==> src/rtl/if_fetch_unit.sv <==
// if_fetch_unit
//    Fetch-stage producer for the IF/ID pipeline register. Owns the PC. Keeps at
//    most one instruction-memory request outstanding. Presents the fetched
//    instruction together with its address + 4. A one-entry skid buffer absorbs a
//    response that arrives while decode is stalled on the previous instruction.
//
// Ports
//    clk_i, reset_i              clock, synchronous active-high reset
//    stall_i                     decode cannot accept; hold presented instruction
//    redirect_i, redirect_pc_i   flush and restart fetch at redirect_pc_i
//    imem_req_o, imem_addr_o     request valid / word-aligned address
//    imem_gnt_i                  request accepted this cycle
//    imem_rvalid_i, imem_rdata_i response valid / instruction data
//    instr_if32, pc_plus4_if32   fetched instruction and its address + 4
//    valid_if                    output slot holds a live instruction
//
// state   | meaning
// --------+----------------------------------------------------------------
// S_FETCH | request driven at pc, waiting for grant
// S_WAIT  | request granted, waiting for response (kill = drop response)
// S_HOLD  | response parked in skid, output slot stalled; no request

module if_fetch_unit #(
   parameter int               WIDTH    = 32,
   parameter logic [WIDTH-1:0] RESET_PC = '0
) (
   input  logic             clk_i,
   input  logic             reset_i,
   input  logic             stall_i,
   input  logic             redirect_i,
   input  logic [WIDTH-1:0] redirect_pc_i,
   output logic             imem_req_o,
   output logic [WIDTH-1:0] imem_addr_o,
   input  logic             imem_gnt_i,
   input  logic             imem_rvalid_i,
   input  logic [WIDTH-1:0] imem_rdata_i,
   output logic [WIDTH-1:0] instr_if32,
   output logic [WIDTH-1:0] pc_plus4_if32,
   output logic             valid_if
);

   typedef enum logic [1:0] {
      S_FETCH = 2'd0,
      S_WAIT  = 2'd1,
      S_HOLD  = 2'd2
   } state_t;

   state_t           state, state_n;
   logic [WIDTH-1:0] pc, pc_n;
   logic             kill, kill_n;
   logic [WIDTH-1:0] skid_instr, skid_instr_n;
   logic [WIDTH-1:0] skid_pc4, skid_pc4_n;
   logic [WIDTH-1:0] instr_n, pc4_n;
   logic             valid_n;
   logic [WIDTH-1:0] pc_inc;
   logic             consume;

   assign pc_inc      = pc + WIDTH'(4);
   assign consume     = valid_if & ~stall_i;
   assign imem_req_o  = (state == S_FETCH);
   assign imem_addr_o = {pc[WIDTH-1:2], 2'b00};

   always_ff @(posedge clk_i) begin
      if (reset_i) begin
         state         <= S_FETCH;
         pc            <= RESET_PC;
         kill          <= 1'b0;
         skid_instr    <= '0;
         skid_pc4      <= '0;
         instr_if32    <= '0;
         pc_plus4_if32 <= '0;
         valid_if      <= 1'b0;
      end else begin
         state         <= state_n;
         pc            <= pc_n;
         kill          <= kill_n;
         skid_instr    <= skid_instr_n;
         skid_pc4      <= skid_pc4_n;
         instr_if32    <= instr_n;
         pc_plus4_if32 <= pc4_n;
         valid_if      <= valid_n;
      end
   end

   always_comb begin
      state_n      = state;
      pc_n         = pc;
      kill_n       = kill;
      skid_instr_n = skid_instr;
      skid_pc4_n   = skid_pc4;
      instr_n      = instr_if32;
      pc4_n        = pc_plus4_if32;
      valid_n      = valid_if;

      if (redirect_i) begin
         valid_n = 1'b0;
         pc_n    = redirect_pc_i;
         case (state)
            S_FETCH: begin
               // A grant in the redirect cycle belongs to the old path.
               if (imem_gnt_i) begin
                  state_n = S_WAIT;
                  kill_n  = 1'b1;
               end
            end
            S_WAIT: begin
               // Response arriving alongside the redirect is dropped here and
               // nothing remains outstanding, so fetch can restart at once.
               if (imem_rvalid_i) begin
                  kill_n  = 1'b0;
                  state_n = S_FETCH;
               end else begin
                  kill_n = 1'b1;
               end
            end
            S_HOLD:  state_n = S_FETCH;
            default: state_n = S_FETCH;
         endcase
      end else begin
         if (consume) valid_n = 1'b0;
         case (state)
            S_FETCH: begin
               if (imem_gnt_i) state_n = S_WAIT;
            end
            S_WAIT: begin
               if (imem_rvalid_i) begin
                  if (kill) begin
                     kill_n  = 1'b0;
                     state_n = S_FETCH;
                  end else if (!valid_if || consume) begin
                     instr_n = imem_rdata_i;
                     pc4_n   = pc_inc;
                     valid_n = 1'b1;
                     pc_n    = pc_inc;
                     state_n = S_FETCH;
                  end else begin
                     skid_instr_n = imem_rdata_i;
                     skid_pc4_n   = pc_inc;
                     pc_n         = pc_inc;
                     state_n      = S_HOLD;
                  end
               end
            end
            S_HOLD: begin
               if (consume) begin
                  instr_n = skid_instr;
                  pc4_n   = skid_pc4;
                  valid_n = 1'b1;
                  state_n = S_FETCH;
               end
            end
            default: state_n = S_FETCH;
         endcase
      end
   end

endmodule

==> config.mk <==
export PLATFORM = sky130hd
export DESIGN_NAME = if_fetch_unit
export DESIGN_NICKNAME = d
export VERILOG_FILES = /design/src/rtl/if_fetch_unit.sv
export SDC_FILE = /design/constraint.sdc
export NUM_CORES = 1
export LEC_CHECK = 0
export BUFFER_PORTS_ARGS = -buffer_cell sky130_fd_sc_hd__buf_2
export CAP_MARGIN = 20
export CORE_ASPECT_RATIO = 0.5
export CORE_MARGIN = 1
export CORE_UTILIZATION = 59
export DETAILED_ROUTE_END_ITERATION = 12
export PLACE_DENSITY = 0.92
export SLEW_MARGIN = 20
export SYNTH_ARGS = -nofsm -noshare
export SYNTH_HDL_FRONTEND = slang
export SYNTH_SLANG_ARGS = --single-unit
==> constraint.sdc <==
create_clock -name clk_i -period 5 [get_ports clk_i]
set_input_delay 0.75 -clock clk_i [delete_from_list [all_inputs] [get_ports clk_i]]
set_output_delay 0.75 -clock clk_i [all_outputs]
set_load 0.1 [all_outputs]
==> impl_summary.txt, run 1 <==
----------------------------------------------------
[Floorplanning]
  DIE WIDTH ... 165 microns
  Site row count ... 29
  Height of the die ... ~83 microns
  Starting utilization of the core area ... roughly 60%
  Full die area ... 0.0138 sq mm
  Area of the core ... roughly 0.013 sq mm
  Top Ports ... 168

[Critical path]
  R2R Path Start ... state[0]
  Cells traversed along the worst timing path ... inv_1 > ha_1 > nand2b_1 > a21o_1 > nor2_4 > buf_4 > nor2_1 > a211oi_1
  Buffers plus inverters on the worst setup path ... 2
  Minimum setup slack among reg-to-reg paths ... between 2 and 2.5 ns
  Startpoint of the most critical setup path ... state[0]
  Largest driver fanout on the critical path ... 42
  Number of cells on the critical path ... 8
  Highest-delay cell along the critical path ... sky130_fd_sc_hd__nor2_4
  Worst setup path end ... instr_if32[20]
  Endpoint class of the critical path ... flop
  Top Family by Delay on Critical Path ... simple AND/OR/NAND/NOR gates
  Arr. time, crit path ... 3.22 ns
  Destination of the worst register-to-register timing path ... instr_if32[20]
  Category of the most critical setup path ... reg -> reg
  Critical path startpoint category ... flop
  Worst stage delay on the critical path ... 0.79 ns
  Required time worst endpoint ... 5.33 ns
  Worst reg2reg path depth ... 8

[STA]
  Actual slew at the worst max-slew pin ... about 0.95 ns
  FMAX ... between 300 and 400 MHz
  Number of setup violations in the final report ... 0
  Setup tns final ... 0 ns
  Max-slew headroom at the worst pin ... a little over a third
  Minimum period implied by the final worst setup slack ... between 2 and 3 ns
  Part of the cycle the worst path needs ... between 50% and 60%
  Hold Violations, Final ... 0
  Unrepaired setup endpoints after global routing ... false
  Count of pins over their slew limit ... 0
  Setup clock skew after layout ... between 0.009 and 0.01 ns

[Outcome]
  Status ... finished, final reports clean

[Yosys]
  Number of cells produced by synthesis ... 924
  Post-synthesis sequential area ratio ... 42.0%
  Register bit count reported by yosys ... between 150 and 200
  Cell area after synthesis ... approximately 0.0078 sq mm
  Number of distinct library cell variants in the gate-level netlist after synthesis ... 62
  Most common flop cell mapped by yosys ... sky130_fd_sc_hd__dfxtp_1
  Share of async-settable or async-resettable flops after synthesis ... 0%
  Syn. warnings ... 0
  Number of enable-type register cells in the synthesized netlist ... 0
  Average footprint of a synthesized cell ... 8.47 sq um

[Layout]
  Final instance count without filler cells ... 1189
  Core utilization of the finished layout ... 69.8%
  Layout cells sized above 1 ... 22.7%
  Post-route design area ... 0.00894 sq mm
  Number of nets in the finished design ... about 1.1k
  Commonest cells after routing, fill and taps aside ... sky130_fd_sc_hd__buf_2, sky130_fd_sc_hd__dfxtp_1, sky130_fd_sc_hd__nand2_1
  Layout-stage area growth over the synthesis result ... 14.2%

[Routing]
  Routed via count ... between 7k and 8k
  DR iter-0 viols ... ~540
  Wire length per cell ... ~17 microns
  Final routed DRC violation total ... 0
  Detail Route Antenna Nets ... 0
  First-pass DRT Iterations ... 7
  Avg Vias per Cell ... roughly 6.0
  Overall routed net length ... slightly above 20000 microns

[Placement]
  Cell Area, Placed ... 0.00833 sq mm
  Routability-driven placement congestion ratio ... between 0.9 and 1
  Placed wire-length estimate after detailed placement ... ~13000 microns
  Port Buf Inserts ... around 170
  Placed Instances ... 1156

[Clock network]
  Number of buffers inserted during clock tree synthesis ... 17
  Post-CTS sizing ... 0
  Clock tree from TritonCTS ... done
  Count of hold-fix buffers inserted at cts ... 0
  Clk Latency, worst-skew pair ... ~0.43 ns
  Clock Pin Slew Worst Setup and Hold Paths ... around 0.07 ns
  Worst-case clock buffer depth ... 2
  Clock Root Buffer ... sky130_fd_sc_hd__clkbuf_16
  Number of H-tree levels ... 4
  Total setup buffers inserted after CTS ... 0
  Clock tree sinks ... roughly 160

[Pwr]
  Total Power Consumption ... about 0.0033 W
  P per Cell Area ... ~370 mW/mm^2
  Maximum ir drop on the vdd rail ... 245 uV
  LEAKAGE ... roughly 3.3 nW

[Global route]
  Global-route congestion overflow total ... 0
  Vias in the first global route ... ~6.7k
  First-pass GRT wire length ... around 33000 microns
  Global Route Usage Sum ... about 30%
  Antenna violations before repair ... 1
  Largest net degree at the start of global routing ... 82

[Worst hold path]
  Worst hold path type ... reg -> reg

[Job]
  Number of max-cap violations ... 0

----------------------------------------------------
sequential cells by signal, summed over array words and instances, names as in the netlist:
name / count
instr_if32: 32
kill: 1
pc: 32
pc_plus4_if32: 32
state: 2
skid_instr: 32
skid_pc4: 32
valid_if: 1
worst min path at each step:
stage,slack [ns],cells past startpoint,start,to
after floorplan,0.44,2,skid_instr[0],skid_instr[0]
after global placement,0.44,2,skid_instr[26],skid_instr[26]
after detailed placement,0.45,2,skid_instr[22],skid_instr[22]
after CTS,0.46,2,skid_instr[29],skid_instr[29]
after global routing,0.47,2,skid_instr[15],skid_instr[15]
final,0.45,2,pc_plus4_if32[5],pc_plus4_if32[5]
power breakdown:
part           internal, W  total, W  switching, W
sequential         0.00135   0.00140     0.0000529
clock             0.000721   0.00134      0.000621
combinational     0.000111  0.000567      0.000456
total              0.00218   0.00331       0.00113
cell families after synthesis:
logic type / after synthesis / share of synthesized area, %
fa+ha+maj: 4 / 0.640
compound gates: 199 / 17.4
xor+xnor: 49 / 5.48
buf+inv: 121 / 8.31
simple gates: 347 / 21.2
other cells: 1 / 0.0479
mux: 39 / 5.00
flops: 164 / 42.0
synthesized netlist by cell type (10+ instances only):
library cell / n / share of area [%]
sky130_fd_sc_hd__mux2i_1: 38 / 4.9
sky130_fd_sc_hd__a21oi_1: 67 / 4.3
sky130_fd_sc_hd__clkbuf_1: 43 / 2.1
sky130_fd_sc_hd__o21ai_0: 11 / 0.70
sky130_fd_sc_hd__buf_4: 38 / 3.6
sky130_fd_sc_hd__nor2_1: 106 / 5.1
sky130_fd_sc_hd__a211oi_1: 74 / 7.1
sky130_fd_sc_hd__o22ai_1: 10 / 0.80
sky130_fd_sc_hd__nor3_1: 38 / 2.4
sky130_fd_sc_hd__nand2_1: 120 / 5.8
sky130_fd_sc_hd__nor4_1: 10 / 0.80
sky130_fd_sc_hd__nand3_1: 18 / 1.2
sky130_fd_sc_hd__xnor2_1: 41 / 4.6
sky130_fd_sc_hd__dfxtp_1: 164 / 42
sky130_fd_sc_hd__nand4_1: 15 / 1.2
sky130_fd_sc_hd__buf_2: 18 / 1.2
per-layer routing:
layer / vias up / global-route usage, % / part of all wire [%]
met5: - / 0 / 0
met4: 0 / 13.8 / 3.2
met3: 57 / 7.49 / 7.6
met2: 293 / 49.4 / 49
met1: 3352 / 36.3 / 41
li1: 3393 / - / -
worst min-delay path, cell delays in order (launching register included):
cell                      delay, ns
sky130_fd_sc_hd__dfxtp_1       0.31
sky130_fd_sc_hd__nand2_1       0.05
sky130_fd_sc_hd__a21oi_1       0.05
metrics by stage:
step	setup slack [ns]	hold WS [ns]
floorplan	2.71	0.436
global placement	1.93	0.441
detailed placement	1.80	0.446
CTS	2.16	0.456
global route	1.93	0.470
finish	2.11	0.455
final cells by class:
| class | count | area (sq um) |
|---|---|---|
| antenna | 1 | 2.50 |
| fill | 974 | 3870 |
| tap | 170 | 213 |
| multi-input combinational | 640 | 3920 |
| inverter | 11 | 41.3 |
| timing repair buffer | 171 | 873 |
| clock inverter | 15 | 184 |
| clock buffer | 17 | 425 |
| sequential | 164 | 3280 |
Note: power is estimated with default switching activity, not from simulation.
==> run 2: changes to the inputs <==
--- a/config.mk
+++ b/config.mk
@@ -5,13 +5,14 @@
 export SDC_FILE = /design/constraint.sdc
 export NUM_CORES = 1
 export LEC_CHECK = 0
+export ABC_AREA = 1
 export BUFFER_PORTS_ARGS = -buffer_cell sky130_fd_sc_hd__buf_2
 export CAP_MARGIN = 20
 export CORE_ASPECT_RATIO = 0.5
 export CORE_MARGIN = 1
-export CORE_UTILIZATION = 59
+export CORE_UTILIZATION = 50
 export DETAILED_ROUTE_END_ITERATION = 12
-export PLACE_DENSITY = 0.92
+export PLACE_DENSITY = 0.84
 export SLEW_MARGIN = 20
 export SYNTH_ARGS = -nofsm -noshare
 export SYNTH_HDL_FRONTEND = slang
==> constraint.sdc (replaced) <==
create_clock -name clk_i -period 2.5 [get_ports clk_i]
set_input_delay 0.375 -clock clk_i [delete_from_list [all_inputs] [get_ports clk_i]]
set_output_delay 0.375 -clock clk_i [all_outputs]
set_load 0.1 [all_outputs]
==> run 2 against run 1 <==
  * Critical path depth rose by 2
  * Total power rose by 110%
  * Cell count rose by 25%
  * Synthesized cell count rose by 26%
  * Non-clock buffer count rose by 7
  * Via count rose by 7.4%
  * Critical path type unchanged
  * Largest cell class unchanged
==> impl_summary.txt, run 2 <==
----------------------------------------------------
[Yosys]
  Dominant cells by area after synthesis ... sky130_fd_sc_hd__dfxtp_1, sky130_fd_sc_hd__nand2_1, sky130_fd_sc_hd__nor2_1, sky130_fd_sc_hd__o21ai_0, sky130_fd_sc_hd__a21oi_1
  Top cells by count, synth ... sky130_fd_sc_hd__nand2_1, sky130_fd_sc_hd__nor2_1, sky130_fd_sc_hd__dfxtp_1
  Most frequent cell after synthesis ... sky130_fd_sc_hd__nand2_1
  Post-synthesis sequential area ratio ... 41.3% (-0.68 points)
  Average footprint of a synthesized cell ... 6.82 sq um (-20%)
  Post-synthesis cell type with the largest combined area ... sky130_fd_sc_hd__dfxtp_1
  Syn. warnings ... 0 (unchanged)
  Synth top area share ... 41.3% (-0.68 points)
  Most common flop cell mapped by yosys ... sky130_fd_sc_hd__dfxtp_1
  Register bit count reported by yosys ... 164 (unchanged)
  Number of enable-type register cells in the synthesized netlist ... 0 (unchanged)
  Number of cells produced by synthesis ... 1167 (+26%)
  Share of async-settable or async-resettable flops after synthesis ... 0% (unchanged)
  Number of distinct library cell variants in the gate-level netlist after synthesis ... 32 (-48%)
  Cell area after synthesis ... 0.00795 sq mm (+1.6%)

[Critical path]
  Category of the most critical setup path ... reg -> reg
  Largest driver fanout on the critical path ... 64 (+52%)
  Arr. time, crit path ... 2.46 ns (-0.76 ns)
  Endpoint class of the critical path ... flop
  Required time worst endpoint ... 2.86 ns (-2.47 ns)
  Critical path startpoint category ... flop

[Clock network]
  Number of H-tree levels ... 4 (unchanged)
  Clock tree sinks ... 164 (unchanged)
  Post-CTS sizing ... 0 (unchanged)
  Clock Pin Slew Worst Setup and Hold Paths ... 0.07 ns (about the same)
  Number of buffers inserted during clock tree synthesis ... 17 (unchanged)
  Worst-case clock buffer depth ... 2 (unchanged)
  Total setup buffers inserted after CTS ... 0 (unchanged)
  Clk Latency, worst-skew pair ... 0.42 ns (about the same)
  Clock tree from TritonCTS ... done
  Count of hold-fix buffers inserted at cts ... 0 (unchanged)
  Clock Root Buffer ... sky130_fd_sc_hd__clkbuf_16

[Routing]
  Overall routed net length ... 20100 microns (-0.66%)
  Avg Vias per Cell ... 5.14 (-14%)
  Detail Route Antenna Nets ... 0 (unchanged)
  First-pass DRT Iterations ... 5 (-2)
  DR iter-0 viols ... 635 (+17%)
  Final routed DRC violation total ... 0 (unchanged)
  Routed via count ... 7618 (+7.4%)
  Wire length per cell ... 13.6 microns (-20%)

[STA]
  Number of setup violations in the final report ... 0 (unchanged)
  Minimum period implied by the final worst setup slack ... 2.10 ns (-0.787 ns)
  Hold Violations, Final ... 0 (unchanged)
  Setup clock skew after layout ... 0.0124 ns (+0.00283 ns)
  Actual slew at the worst max-slew pin ... 0.669 ns (-0.282 ns)
  Unrepaired setup endpoints after global routing ... false
  Count of pins over their slew limit ... 0 (unchanged)
  Part of the cycle the worst path needs ... 84.1% (+26 points)
  Setup tns final ... 0 ns (unchanged)
  FMAX ... 476 MHz (+37%)
  Max-slew headroom at the worst pin ... 55.4% (+19 points)

[Layout]
  Most common cell after layout, fill and taps aside ... sky130_fd_sc_hd__nand2_1
  Number of filler instances in the final layout ... 1493 (+53%)
  Final instance count without filler cells ... 1482 (+25%)
  Multi-input gate area in the final layout ... 0.00377 sq mm (-3.8%)
  Layout-stage area growth over the synthesis result ... 16.3%
  Number of nets in the finished design ... 1340 (+24%)
  Layout cells sized above 1 ... 18.3% (-4.4 points)
  Sequential cell area in the final layout ... 0.00328 sq mm (unchanged)
  Commonest cells after routing, fill and taps aside ... sky130_fd_sc_hd__nand2_1, sky130_fd_sc_hd__nor2_1, sky130_fd_sc_hd__buf_2
  Post-route design area ... 0.00925 sq mm (+3.5%)
  Ant diodes ... 0 (-1)

[Global route]
  Vias in the first global route ... 7012 (+4.4%)
  Global Route Usage Sum ... 24.7% (-5.0 points)
  Largest net degree at the start of global routing ... 82 (unchanged)
  Global-route congestion overflow total ... 0 (unchanged)
  First-pass GRT wire length ... 33300 microns (+2.3%)
  Antenna violations before repair ... 0 (-1)

[Floorplanning]
  Area of the core ... 0.0155 sq mm (+21%)
  Starting utilization of the core area ... 51.5% (-9.6 points)
  Site row count ... 32 (+10%)
  Full die area ... 0.0164 sq mm (+20%)
  Height of the die ... 91.2 microns (+9.3%)
  DIE WIDTH ... 180 microns (+9.4%)
  Top Ports ... 168 (unchanged)

[Placement]
  Placed Instances ... 1451 (+26%)
  Routability-driven placement congestion ratio ... 0.905 (-1.6%)
  Cell Area, Placed ... 0.00863 sq mm (+3.6%)
  Placed wire-length estimate after detailed placement ... 13700 microns (+4.2%)
  Port Buf Inserts ... 165 (unchanged)

[Pwr]
  P per Cell Area ... 745 mW/mm^2 (+100%)
  Maximum ir drop on the vdd rail ... 594 uV (+140%)
  LEAKAGE ... 4.44 nW (+35%)

[Outcome]
  Status ... finished, final reports clean

[Job]
  Number of max-cap violations ... 0 (unchanged)

[Worst hold path]
  Worst hold path type ... in -> reg

----------------------------------------------------
==> run 2: cell count changes after synthesis, moves of 37 or more <==
cell                       previous run  this run
sky130_fd_sc_hd__nand2_1            120       299
sky130_fd_sc_hd__o21ai_0             11       125
sky130_fd_sc_hd__inv_1                9        93
sky130_fd_sc_hd__a211oi_1            74         0
sky130_fd_sc_hd__nor2_1             106       175
sky130_fd_sc_hd__o21bai_1             0        39
sky130_fd_sc_hd__mux2i_1             38         0
sky130_fd_sc_hd__nor3_1              38         1
==> run 2: path summary, 6_finish.rpt <==
kind | from | to | slack [ns] | cells after the start
hold reg to reg | skid_instr[11] | skid_instr[11] | 0.45 | 2
hold / removal | imem_rdata_i[2] | skid_instr[2] | 0.20 | 3
setup / recovery | state[1] | skid_pc4[13] | 0.40 | 10
setup reg to reg | state[1] | skid_pc4[13] | 0.40 | 10
==> run 2: worst max-delay path, cell delays in order, from the launching register on <==
cell	delay (ns)
sky130_fd_sc_hd__dfxtp_1	0.32
sky130_fd_sc_hd__inv_1	0.08
sky130_fd_sc_hd__ha_1	0.21
sky130_fd_sc_hd__nand2_1	0.10
sky130_fd_sc_hd__nor2_2	0.13
sky130_fd_sc_hd__nand2_1	0.13
sky130_fd_sc_hd__nor2_4	0.14
sky130_fd_sc_hd__buf_4	0.50
sky130_fd_sc_hd__o21ai_0	0.15
sky130_fd_sc_hd__o21bai_1	0.19
sky130_fd_sc_hd__inv_1	0.07
==> run 2: cell families (layout without fill, tap and decap cells) <==
| family | count (synthesis) | after routing | share of synthesized area [%] |
|---|---|---|---|
| buffers and inverters | 195 | 305 | 11.5 |
| flip-flops | 164 | 164 | 41.3 |
| XOR/XNOR | 15 | 15 | 2.12 |
| AO/OA/AOI/OAI | 274 | 274 | 18.8 |
| AND/OR/NAND/NOR | 514 | 514 | 25.6 |
| adder cells (fa/ha/maj) | 4 | 4 | 0.629 |
| other | 1 | 2 | 0.0471 |
==> run 2: per-stage QoR <==
stage / power, W / hold WS (ns) / utilization, % / setup slack, ns
after floorplan: 0.00399 / 0.425 / - / 0.409
final: 0.00689 / 0.203 / 59.8 / 0.398
after global placement: 0.00420 / 0.433 / 55.8 / 0.440
after CTS: 0.00693 / 0.195 / 59.8 / 0.278
after global routing: 0.00713 / 0.214 / 59.8 / 0.156
after detailed placement: 0.00422 / 0.445 / 55.8 / 0.276
==> run 2: where the power goes <==
group          internal [W]  switching (W)  total (W)
registers           0.00272      0.0000809    0.00280
logic              0.000258        0.00110    0.00136
clock network       0.00160        0.00113    0.00273
total               0.00458        0.00231    0.00689
==> run 2: final cells by class <==
class / instances / share of cell area (%)
Clock buffer: 17 / 4.60
Multi-Input combinational cell: 809 / 40.7
Tap cell: 204 / 2.76
Inverter: 96 / 3.92
Sequential cell: 164 / 35.5
Timing Repair Buffer: 178 / 10.4
Clock inverter: 14 / 2.10
==> run 2: routing by layer <==
metal	up-vias	part of all wire [%]	GRT usage [%]
met5	-	0	0
met1	3502	46	31.8
met2	227	48	42.8
met3	28	4.6	3.33
met4	0	1.8	8.55
li1	3861	-	-
